### src/rtl/micro_sequencer.sv
// Microprogram sequencer for the multi-cycle MIPS datapath.
// Holds the micro-PC, chooses the next micro-address (sequential, dispatch 1,
// dispatch 2 or fetch restart), decodes the micro-PC into datapath controls,
// stalls on memory wait states and counts retired instructions.
module micro_sequencer #(
    parameter int UPC_W = 4,
    parameter int CNT_W = 32
) (
    input  logic             clk,
    input  logic             rst_n,
    input  logic [5:0]       op,
    input  logic [3:0]       dispatch1,
    input  logic             mem_ready,
    output logic [UPC_W-1:0] upc,
    output logic             pc_write,
    output logic             pc_write_cond,
    output logic             i_or_d,
    output logic             mem_read,
    output logic             mem_write,
    output logic             ir_write,
    output logic             mem_to_reg,
    output logic             alu_src_a,
    output logic             reg_write,
    output logic             reg_dst,
    output logic [1:0]       pc_source,
    output logic [1:0]       alu_op,
    output logic [1:0]       alu_src_b,
    output logic             instr_done,
    output logic             illegal_op,
    output logic [CNT_W-1:0] instr_count
);

    typedef enum logic [UPC_W-1:0] {
        S_FETCH  = UPC_W'(0),
        S_DECODE = UPC_W'(1),
        S_MEMADR = UPC_W'(2),
        S_MEMRD  = UPC_W'(3),
        S_WB     = UPC_W'(4),
        S_MEMWR  = UPC_W'(5),
        S_RTYPE  = UPC_W'(6),
        S_RWB    = UPC_W'(7),
        S_BEQ    = UPC_W'(8),
        S_JMP    = UPC_W'(9)
    } state_t;

    state_t state;
    logic   stalled;
    logic   retire;

    // Internal dispatch table 2: loads and stores split after address calc.
    // Anything else recovers through fetch, same as an unsupported opcode.
    function automatic state_t dispatch2(input logic [5:0] o);
        case (o)
            6'd35:   return S_MEMRD;
            6'd43:   return S_MEMWR;
            default: return S_FETCH;
        endcase
    endfunction

    assign upc = state;

    // Memory states hold while the memory reports a wait state.
    assign stalled = ((state == S_FETCH) || (state == S_MEMRD) || (state == S_MEMWR)) && !mem_ready;

    // An instruction retires on the edge that leaves any final micro-state.
    assign retire = !stalled && (state inside {S_WB, S_MEMWR, S_RWB, S_BEQ, S_JMP});

    // Micro-PC sequencing, retire pulse, sticky illegal flag and counter.
    always_ff @(posedge clk or negedge rst_n) begin
        if (!rst_n) begin
            state       <= S_FETCH;
            instr_done  <= 1'b0;
            illegal_op  <= 1'b0;
            instr_count <= '0;
        end else begin
            instr_done <= retire;
            if (retire)
                instr_count <= instr_count + CNT_W'(1);
            if ((state == S_DECODE) && (dispatch1 == 4'd0) && (op != 6'd0))
                illegal_op <= 1'b1;
            if (!stalled) begin
                case (state)
                    S_FETCH:  state <= S_DECODE;
                    S_DECODE: state <= state_t'(UPC_W'(dispatch1));
                    S_MEMADR: state <= dispatch2(op);
                    S_MEMRD:  state <= S_WB;
                    S_RTYPE:  state <= S_RWB;
                    default:  state <= S_FETCH;
                endcase
            end
        end
    end

    // Moore decode of the micro-PC; fetch writes wait for memory and are
    // suppressed entirely while reset is asserted.
    always_comb begin
        pc_write      = 1'b0;
        pc_write_cond = 1'b0;
        i_or_d        = 1'b0;
        mem_read      = 1'b0;
        mem_write     = 1'b0;
        ir_write      = 1'b0;
        mem_to_reg    = 1'b0;
        alu_src_a     = 1'b0;
        reg_write     = 1'b0;
        reg_dst       = 1'b0;
        pc_source     = 2'b00;
        alu_op        = 2'b00;
        alu_src_b     = 2'b00;
        case (state)
            S_FETCH: begin
                mem_read  = 1'b1;
                ir_write  = mem_ready;
                pc_write  = mem_ready;
                alu_src_b = 2'b01;
            end
            S_DECODE: alu_src_b = 2'b11;
            S_MEMADR: begin
                alu_src_a = 1'b1;
                alu_src_b = 2'b10;
            end
            S_MEMRD: begin
                mem_read = 1'b1;
                i_or_d   = 1'b1;
            end
            S_WB: begin
                reg_write  = 1'b1;
                mem_to_reg = 1'b1;
            end
            S_MEMWR: begin
                mem_write = 1'b1;
                i_or_d    = 1'b1;
            end
            S_RTYPE: begin
                alu_src_a = 1'b1;
                alu_op    = 2'b10;
            end
            S_RWB: begin
                reg_write = 1'b1;
                reg_dst   = 1'b1;
            end
            S_BEQ: begin
                alu_src_a     = 1'b1;
                alu_op        = 2'b01;
                pc_write_cond = 1'b1;
                pc_source     = 2'b01;
            end
            S_JMP: begin
                pc_write  = 1'b1;
                pc_source = 2'b10;
            end
            default: ;
        endcase
        if (!rst_n) begin
            pc_write = 1'b0;
            ir_write = 1'b0;
        end
    end

endmodule

### config.mk
export PLATFORM = sky130hd
export DESIGN_NAME = micro_sequencer
export DESIGN_NICKNAME = d
export VERILOG_FILES = /design/src/rtl/micro_sequencer.sv
export SDC_FILE = /design/constraint.sdc
export NUM_CORES = 1
export LEC_CHECK = 0
export CORE_UTILIZATION = 41
export DETAILED_ROUTE_END_ITERATION = 6
export GPL_TIMING_DRIVEN = 0
export PLACE_DENSITY = 0.75
export SLEW_MARGIN = 20
export SYNTH_ARGS = -nofsm -noshare
export SYNTH_HDL_FRONTEND = slang
export SYNTH_SLANG_ARGS = --single-unit
export TNS_END_PERCENT = 20
### constraint.sdc
create_clock -name clk -period 1.9 [get_ports clk]
set_clock_uncertainty 0.15 [all_clocks]
set_input_delay 0.285 -clock clk [delete_from_list [all_inputs] [get_ports clk]]
set_output_delay 0.285 -clock clk [all_outputs]
set_load 0.02 [all_outputs]
* Word-level counts from Yosys, hierarchy flattened
Cells that the tools add are included.
Storage, ports and cells: register bits 38, latch bits 0, memory bits (writable) 0, memory bits (read-only) 0, input port bits 13, output and inout bits 54, memories 0
Cells by class: $add $sub $neg 1, multiply operators 0, div/mod/pow operators 0, magnitude comparators 0, eq/ne operators 11, shifts and indexed selects 0, mux-type cells 17, bitwise operators 0, reduce and logical (&&, ||, !) cells 16
Operator list (number):
- $add A32 B1 Y32 const B | 1
- $pmux W4 S5 | 1
- $eq A4 B3 Y1 const B | 4
- $eq A6 B6 Y1 const B | 2
- $mux W1 | 11
- $eq A4 B2 Y1 const B | 2
- $eq A4 B4 Y1 const B | 2
- $logic_not A4 Y1 | 2
- $pmux W2 S2 | 2
- $pmux W2 S3 | 1
- $pmux W3 S2 | 1
- $reduce_bool A6 Y1 | 1
- $reduce_or A2 Y1 | 3
- $reduce_bool A5 Y1 | 1
- $eq A4 B1 Y1 const B | 1
- $logic_and A1 B1 Y1 | 4
- $reduce_or A3 Y1 | 1
- $logic_not A1 Y1 | 2
- $logic_or A1 B1 Y1 | 2
- $pmux W1 S2 | 1

* Depth between registers and ports, before layout
Gate-level depths: netlist of run 1.
word-level depth 6, mapped depth 7, gate-level depth less buffers 5

* Least setup slack after synthesis of run 1
OpenSTA, ideal clock, no wires.
kind reg-to-reg, start register state[1], in the netlist upc[1], end register instr_count[28], arrival 1.936 ns, required time 1.620 ns, path slack -0.316 ns, stages on the path, launching flop included 8, path buffers 2, cell sequence dfrtp_1 -> buf_6 -> or3b_1 -> o31a_1 -> buf_6 -> nor4_4 -> nand3_1 -> xnor2_1
Between the ends: longest elaborated chain between the ends 6
Ends and longest elaborated chain:
- from (decl) | RTL line 46 | state_t state;
- from (signal assigned) | RTL line 84 | S_DECODE: state <= state_t'(UPC_W'(dispatch1));
- from (signal assigned) | RTL line 85 | S_MEMADR: state <= dispatch2(op);
- $eq A4 B2 Y1 / $logic_not A4 Y1 (equally long branches) | RTL line 63 | assign stalled = ((state == S_FETCH) || (state == S_MEMRD) || (state == S_MEMWR)) && !mem_ready;
- $logic_or A1 B1 Y1 (2 in a row) | RTL line 63
- $logic_and A1 B1 Y1 | RTL line 63
- $logic_not A1 Y1
- $logic_and A1 B1 Y1 * | RTL line 66 | assign retire = !stalled && (state inside {S_WB, S_MEMWR, S_RWB, S_BEQ, S_JMP});
- to (signal assigned) | RTL line 78 | instr_count <= instr_count + CNT_W'(1);
- to (decl) | RTL line 30 | output logic [CNT_W-1:0] instr_count
Every way passes the cells marked *; elsewhere a longest branch is shown, timed or not. A chain may end at the register's enable or synchronous reset.

* Worst setup path after layout of run 1
start register state[2], in the netlist upc[2], end output port pc_write
Between the ends: longest elaborated chain between the ends 3
Ends and longest elaborated chain:
- $eq A4 B4 Y1 / $logic_not A4 Y1 (equally long branches) | RTL line 110 | case (state)
- $pmux W1 S2 * | RTL line 110
- $mux W1 * | RTL line 154 | if (!rst_n) begin
- to (decl) | RTL line 15 | output logic pc_write,
Marked as above.

==> results_dict.tcl, run 1 <==
set metrics [dict create \
    clock_latency_ns 0.29 \
    violations "DRC, setup timing" \
    synthMuxAreaShare 0 \
    p_per_area_nw_per_um2 1230 \
    drc 6 \
    viasPerCell 5.38 \
    yosys.cell_count.top_type "dfrtp_1" \
    fin_crit_sh 1.04 \
    drt_iter0_drc 126 \
    vias 1807 \
    first_pass_iters 7 \
    setup.worst_path.start_class "register" \
    synth_top_family_by_area "simple AND/OR/NAND/NOR gates" \
    synth-seq-cells 38 \
    finalWirelength_um 4930 \
    hold_path.class "in -> async" \
    synth-xor-area-share 0.144 \
    grt_pass1_wl_um 8160 \
    cts_max_level 2 \
    timing.rr.end "instr_count[28]" \
    synthFlopType "dfrtp_1" \
    relSlewSlack 0.516 \
    cts_root_buf "clkbuf_8" \
    peakVddDrop_uv 897 \
    grt.overflow.total 0 \
    synth.area.top_cells "dfrtp_1, xnor2_1, nand2_1" \
    synthesis.nets 210 \
    drive_gt1_frac 0.285 \
    worst_pin_slew_ns 0.724 \
    leakage_nw 1.32 \
    postRouteAntennaNets 0 \
    cp.arrival_ns 1.54 \
    reg2reg_depth 7 \
    port_buffers 66 \
    power.total_mw 3.79 \
    yosysWarnings 0 \
    r2r_start "upc[2]" \
    io_pins 67 \
    period_needed_ns 1.98 \
    diodes 0 \
    ys_types 37 \
    crit_fanout 6 \
    synth_compound_area_frac 0.0578 \
    routabilityCongestion 0.870 \
    areaGrowthSynthToFinish_pct 58.8 \
    worstPathRequired_ns 1.46 \
    synth.largest_area_cell "dfrtp_1" \
    synthCells 196 \
    avgSynthCellArea_um2 9.95 \
    cap_violations 0 \
    status "finished with violations" \
    core_um2 4470 \
    postLayoutCellArea_um2 3100 \
    path_clk_slew_ns 0.07 \
    cts.sinks 38 \
    grt_antenna_before_repair 0 \
    grt_usage 0.209 \
    die_area_um2 5030 \
    max_freq_ghz 0.506 \
    drv_slew 0 \
    grt_setup_unrepaired "yes" \
    ys_seq_area_frac 0.488 \
    grt_max_degree 23 \
    rows 24 \
    syn-cell-area_um2 1950 \
    finalSetupViolCount 17 \
    cp-end-kind "primary output" \
    ys_top_cells_by_count "dfrtp_1, xnor2_1, nand2_1, nand3_1, nor2_1" \
    numCtsBuffers 5 \
    synth_fa_ha_area_frac 0.00642 \
    critPathKind "reg -> out" \
    dpl-instance-area_um2 2720 \
    die_h_um 71.0 \
    n_fill_cell 345 \
    clockBufferDepth 2 \
    place_ws_ns -0.503 \
    dp_hpwl_um 3300 \
    hold_ws_ns 0.0606 \
    hold_viol_final 0 \
    setup_ws_ns -0.0765 \
    die_x_um 71.0 \
    nets 297 \
    start_util 0.436 \
    ys_async_sr_fraction 1.00 \
    synth_edf_count 0 \
    ff2ff_setup_slack_ns -0.04 \
    avgRoutedWirePerCell_um 14.7 \
    grt_pass1_vias 1721 \
    fin_util 0.692 \
    cts_tree "yes" \
    synth.top_cell.area_share 0.488 \
    synthSimpleGateAreaFrac 0.266 \
]
[cell usage in the layout (no fill, tap or decap), types with 3 or more instances in the layout]
cell type and count:
xnor2_1 26, nand2b_4 3, dfrtp_1 34, nand3_1 8, nor2_1 11, buf_4 18
buf_2 6, xor2_1 4, nand2_1 20, buf_6 6, nand3_2 7, clkdlybuf4s50_1 47
inv_1 3, nand4_1 10, a21oi_1 5, clkbuf_2 3, dfrtp_2 4, nor3_4 4
and3_1 5, nor3_1 4, clkbuf_8 8
[layer usage]
metal  GRT usage  up-vias  share of wire
li1            -      857              -
met1       0.272      874           0.42
met2       0.335       60           0.49
met3      0.0470       16          0.061
met4      0.0956        0          0.026
met5           0        -              0
[where the power goes]
group	switching, mW	internal, mW
Sequential	0.139	0.930
Clock	0.276	0.366
Combinational	1.11	0.975
Total	1.52	2.27
[worst max-delay path by stage]
| stage | endpoint | cells after the start | slack (ns) | startpoint |
|---|---|---|---|---|
| after floorplan | instr_count[21] | 7 | -0.18 | upc[1] |
| after global placement | pc_write | 5 | -1.87 | rst_n |
| after detailed placement | pc_write | 6 | -0.50 | rst_n |
| after CTS | instr_count[23] | 6 | -0.10 | upc[1] |
| after global routing | instr_count[23] | 5 | -0.17 | instr_count[3] |
| final | pc_write | 6 | -0.08 | upc[2] |
[cell type report]
cell class	instances	area, µm²	area share
clock buffer	8	110	0.0356
timing repair buffer	83	771	0.249
buffer	7	67.6	0.0218
sequential	38	956	0.309
inverter	4	17.5	0.00566
tap	52	65.1	0.0210
multi-input combinational	144	1110	0.358
[critical path, cell delays in order, from the launching register on]
cell	delay (ns)
dfrtp_2	0.42
buf_4	0.17
nor2_4	0.11
nand3_2	0.10
nor3_4	0.21
a21o_1	0.12
buf_6	0.12
[registers in the layout, indices dropped and copies added, names as in the netlist]
name,cells
illegal_op,1
instr_count,32
instr_done,1
upc,4
[what timing repair did]
| item | 4_1_cts | 5_1_grt |
|---|---|---|
| setup buffers | 11 | 3 |
| pin swaps | 15 | 16 |
| hold endpoints to repair | 16 | 0 |
| resized for setup | 94 | 26 |
| hold buffers | 2 | 0 |
| endpoints found under the setup margin | 46 | 46 |
[logic make-up (layout without fill, tap and decap cells)]
| group | after synthesis | in the layout |
|---|---|---|
| xor+xnor | 32 | 32 |
| flops | 38 | 38 |
| simple gates | 95 | 95 |
| buf+inv | 14 | 102 |
| fa+ha+maj | 1 | 1 |
| compound gates | 16 | 16 |
[stage by stage]
stage,setup TNS [ns],instances
finish,-0.407,336
CTS,-1.27,334
global route,-3.22,336
floorplan,-2.45,196
global placement,-37.80,314
detailed placement,-13.75,315
Power figures use the tool's default switching activity.
==> run 2: changes to the inputs <==
- CTS_CLUSTER_SIZE: default -> 24
==> results of run 2 <==
Same layout as run 1: the final DEF is identical, and so are final timing and power.
==> run 3: changes to the inputs <==
- CORE_ASPECT_RATIO: default -> 0.8
- CORE_UTILIZATION: 41 -> 50
- DONT_BUFFER_PORTS: default -> 1
- PLACE_DENSITY: 0.75 -> 0.67
==> run 3 against run 2 <==
The run ends with setup timing left. Total power down 11%. Wire length decreased by 9.4%. Register-to-register slack worse by 0.27 ns. Worst setup slack lost 0.23 ns. Critical path depth grew 2. Count of clock-buffer cells in the layout fell by 3. Design area fell by 19%. Cell count is 23% lower. Sequential power up 17%. First-iteration DRC count is 21% lower.
==> results_dict.tcl, run 3 (synthesis gave the netlist of run 1 again) <==
set metrics [dict create \
    grt_pass1_wl_um 6780 \
    max_stage_delay_ns 0.46 \
    crit_family "simple AND/OR/NAND/NOR gates" \
    violations "setup timing" \
    finalWirelength_um 4470 \
    cts.sinks 38 \
    core_um2 3570 \
    setup.worst_path.start_class "register" \
    grt_usage 0.216 \
    grt_max_degree 39 \
    multi_input_comb_area_um2 1130 \
    hp-start "op[3]" \
    crit_top_cell "buf_6" \
    fin_util 0.702 \
    p_per_area_nw_per_um2 1350 \
    max_freq_ghz 0.453 \
    clockBufferDepth 2 \
    routabilityCongestion 0.843 \
    largest_register_ffs 32 \
    grt_pass1_vias 1436 \
    areaGrowthSynthToFinish_pct 28.4 \
    clock_latency_ns 0.29 \
    port_buffers 0 \
    leakage_nw 1.05 \
    cts_tree "yes" \
    final_cell_mix "xnor2_1, dfrtp_1, nand2_1" \
    first_pass_iters 4 \
    seqCellArea_um2 968 \
    ff2ff_setup_slack_ns -0.31 \
    io_pins 67 \
    cap_violations 0 \
    drc 0 \
    final_common_cell "xnor2_1" \
    path_clk_slew_ns 0.08 \
    hold_path.class "in -> reg" \
    die_area_um2 4150 \
    grt_setup_unrepaired "yes" \
    finalSetupViolCount 45 \
    cp.arrival_ns 2.23 \
    status "finished with violations" \
    n_fill_cell 253 \
    grt_antenna_before_repair 0 \
    fin_crit_sh 1.16 \
    timing.rr.end "instr_count[26]" \
    crit_fanout 8 \
    hold_depth 1 \
    cp-end-kind "register" \
    vias 1529 \
    peakVddDrop_uv 806 \
    die_h_um 57.8 \
    diodes 0 \
    die_x_um 71.8 \
    rows 19 \
    place_ws_ns -0.421 \
    drive_gt1_frac 0.355 \
    worst_pin_slew_ns 0.466 \
    cpMaxStageDelayCell "dfrtp_2" \
    relSlewSlack 0.687 \
    postRouteAntennaNets 0 \
    avgRoutedWirePerCell_um 17.3 \
    drv_slew 0 \
    cts_root_buf "clkbuf_8" \
    viasPerCell 5.90 \
    start_util 0.547 \
    dp_hpwl_um 2990 \
    top_register "instr_count" \
    setup_ws_ns -0.307 \
    numCtsBuffers 5 \
    period_needed_ns 2.21 \
    hold_end "upc[1]" \
    nets 230 \
    drt_iter0_drc 100 \
    r2r_start "upc[1]" \
    cts_max_level 2 \
    critPathKind "reg -> reg" \
    grt.overflow.total 0 \
    crit_buf_inv 3 \
    hold_viol_final 0 \
    path_cells "buf_6 > nor2b_1 > o31a_1 > buf_6 > nor4_4 > buf_6 > nand3_1 > xnor2_1" \
    reg2reg_depth 8 \
    worstPathRequired_ns 1.92 \
]
run 3: timing repair:
action / in CTS / in global routing
resized for setup: 45 / 23
pin swaps: 15 / 11
endpoints found under the hold margin: 39 / 0
setup endpoints to repair: 47 / 49
cloned: 0 / 0
hold buffers: 3 / 0
buffers inserted: 10 / 0
run 3: area by class of cell:
type                    count  share of cell area
multi-input cells         144               0.450
flip-flops and latches     38               0.387
repair buffers             13              0.0505
plain buffers              10              0.0410
clock buffers               5              0.0275
well taps                  42              0.0210
clock inverters             3              0.0160
inverters                   4             0.00700
run 3: where the power goes:
part | switching (mW) | total (mW) | internal [mW]
sequential | 0.312 | 1.25 | 0.935
combinational | 0.878 | 1.47 | 0.589
clock | 0.289 | 0.676 | 0.386
total | 1.48 | 3.39 | 1.91
run 3: routing by layer:
metal / up-vias / GRT usage / routed length, µm
met5: - / 0 / 0
met3: 7 / 0.0748 / 323
met2: 56 / 0.334 / 2120
met4: 0 / 0.0812 / 54
li1: 724 / - / -
met1: 742 / 0.283 / 1970
run 3: stage by stage:
step / setup TNS [ns] / total power [mW] / hold WS (ns) / instance area [µm²] / std cells
finish: -6.86 / 3.39 / 0.0549 / 2500 / 259
global route: -9.91 / 3.55 / 0.0344 / 2500 / 259
CTS: -6.40 / 3.30 / 0.0425 / 2420 / 259
detailed placement: -9.03 / 2.25 / -0.160 / 2030 / 238
global placement: -8.20 / 2.23 / -0.160 / 2030 / 238
floorplan: -2.45 / 2.07 / -0.161 / 1980 / 196
run 3: how the worst max path moves through the flow:
stage,startpoint,end,slack [ns],cells past startpoint
after floorplan,upc[1],instr_count[21],-0.18,7
after detailed placement,upc[1],instr_count[29],-0.42,7
final,upc[1],instr_count[26],-0.31,8
after global routing,upc[1],instr_count[26],-0.38,8
after CTS,upc[1],instr_count[26],-0.25,8
after global placement,upc[1],instr_count[29],-0.41,7
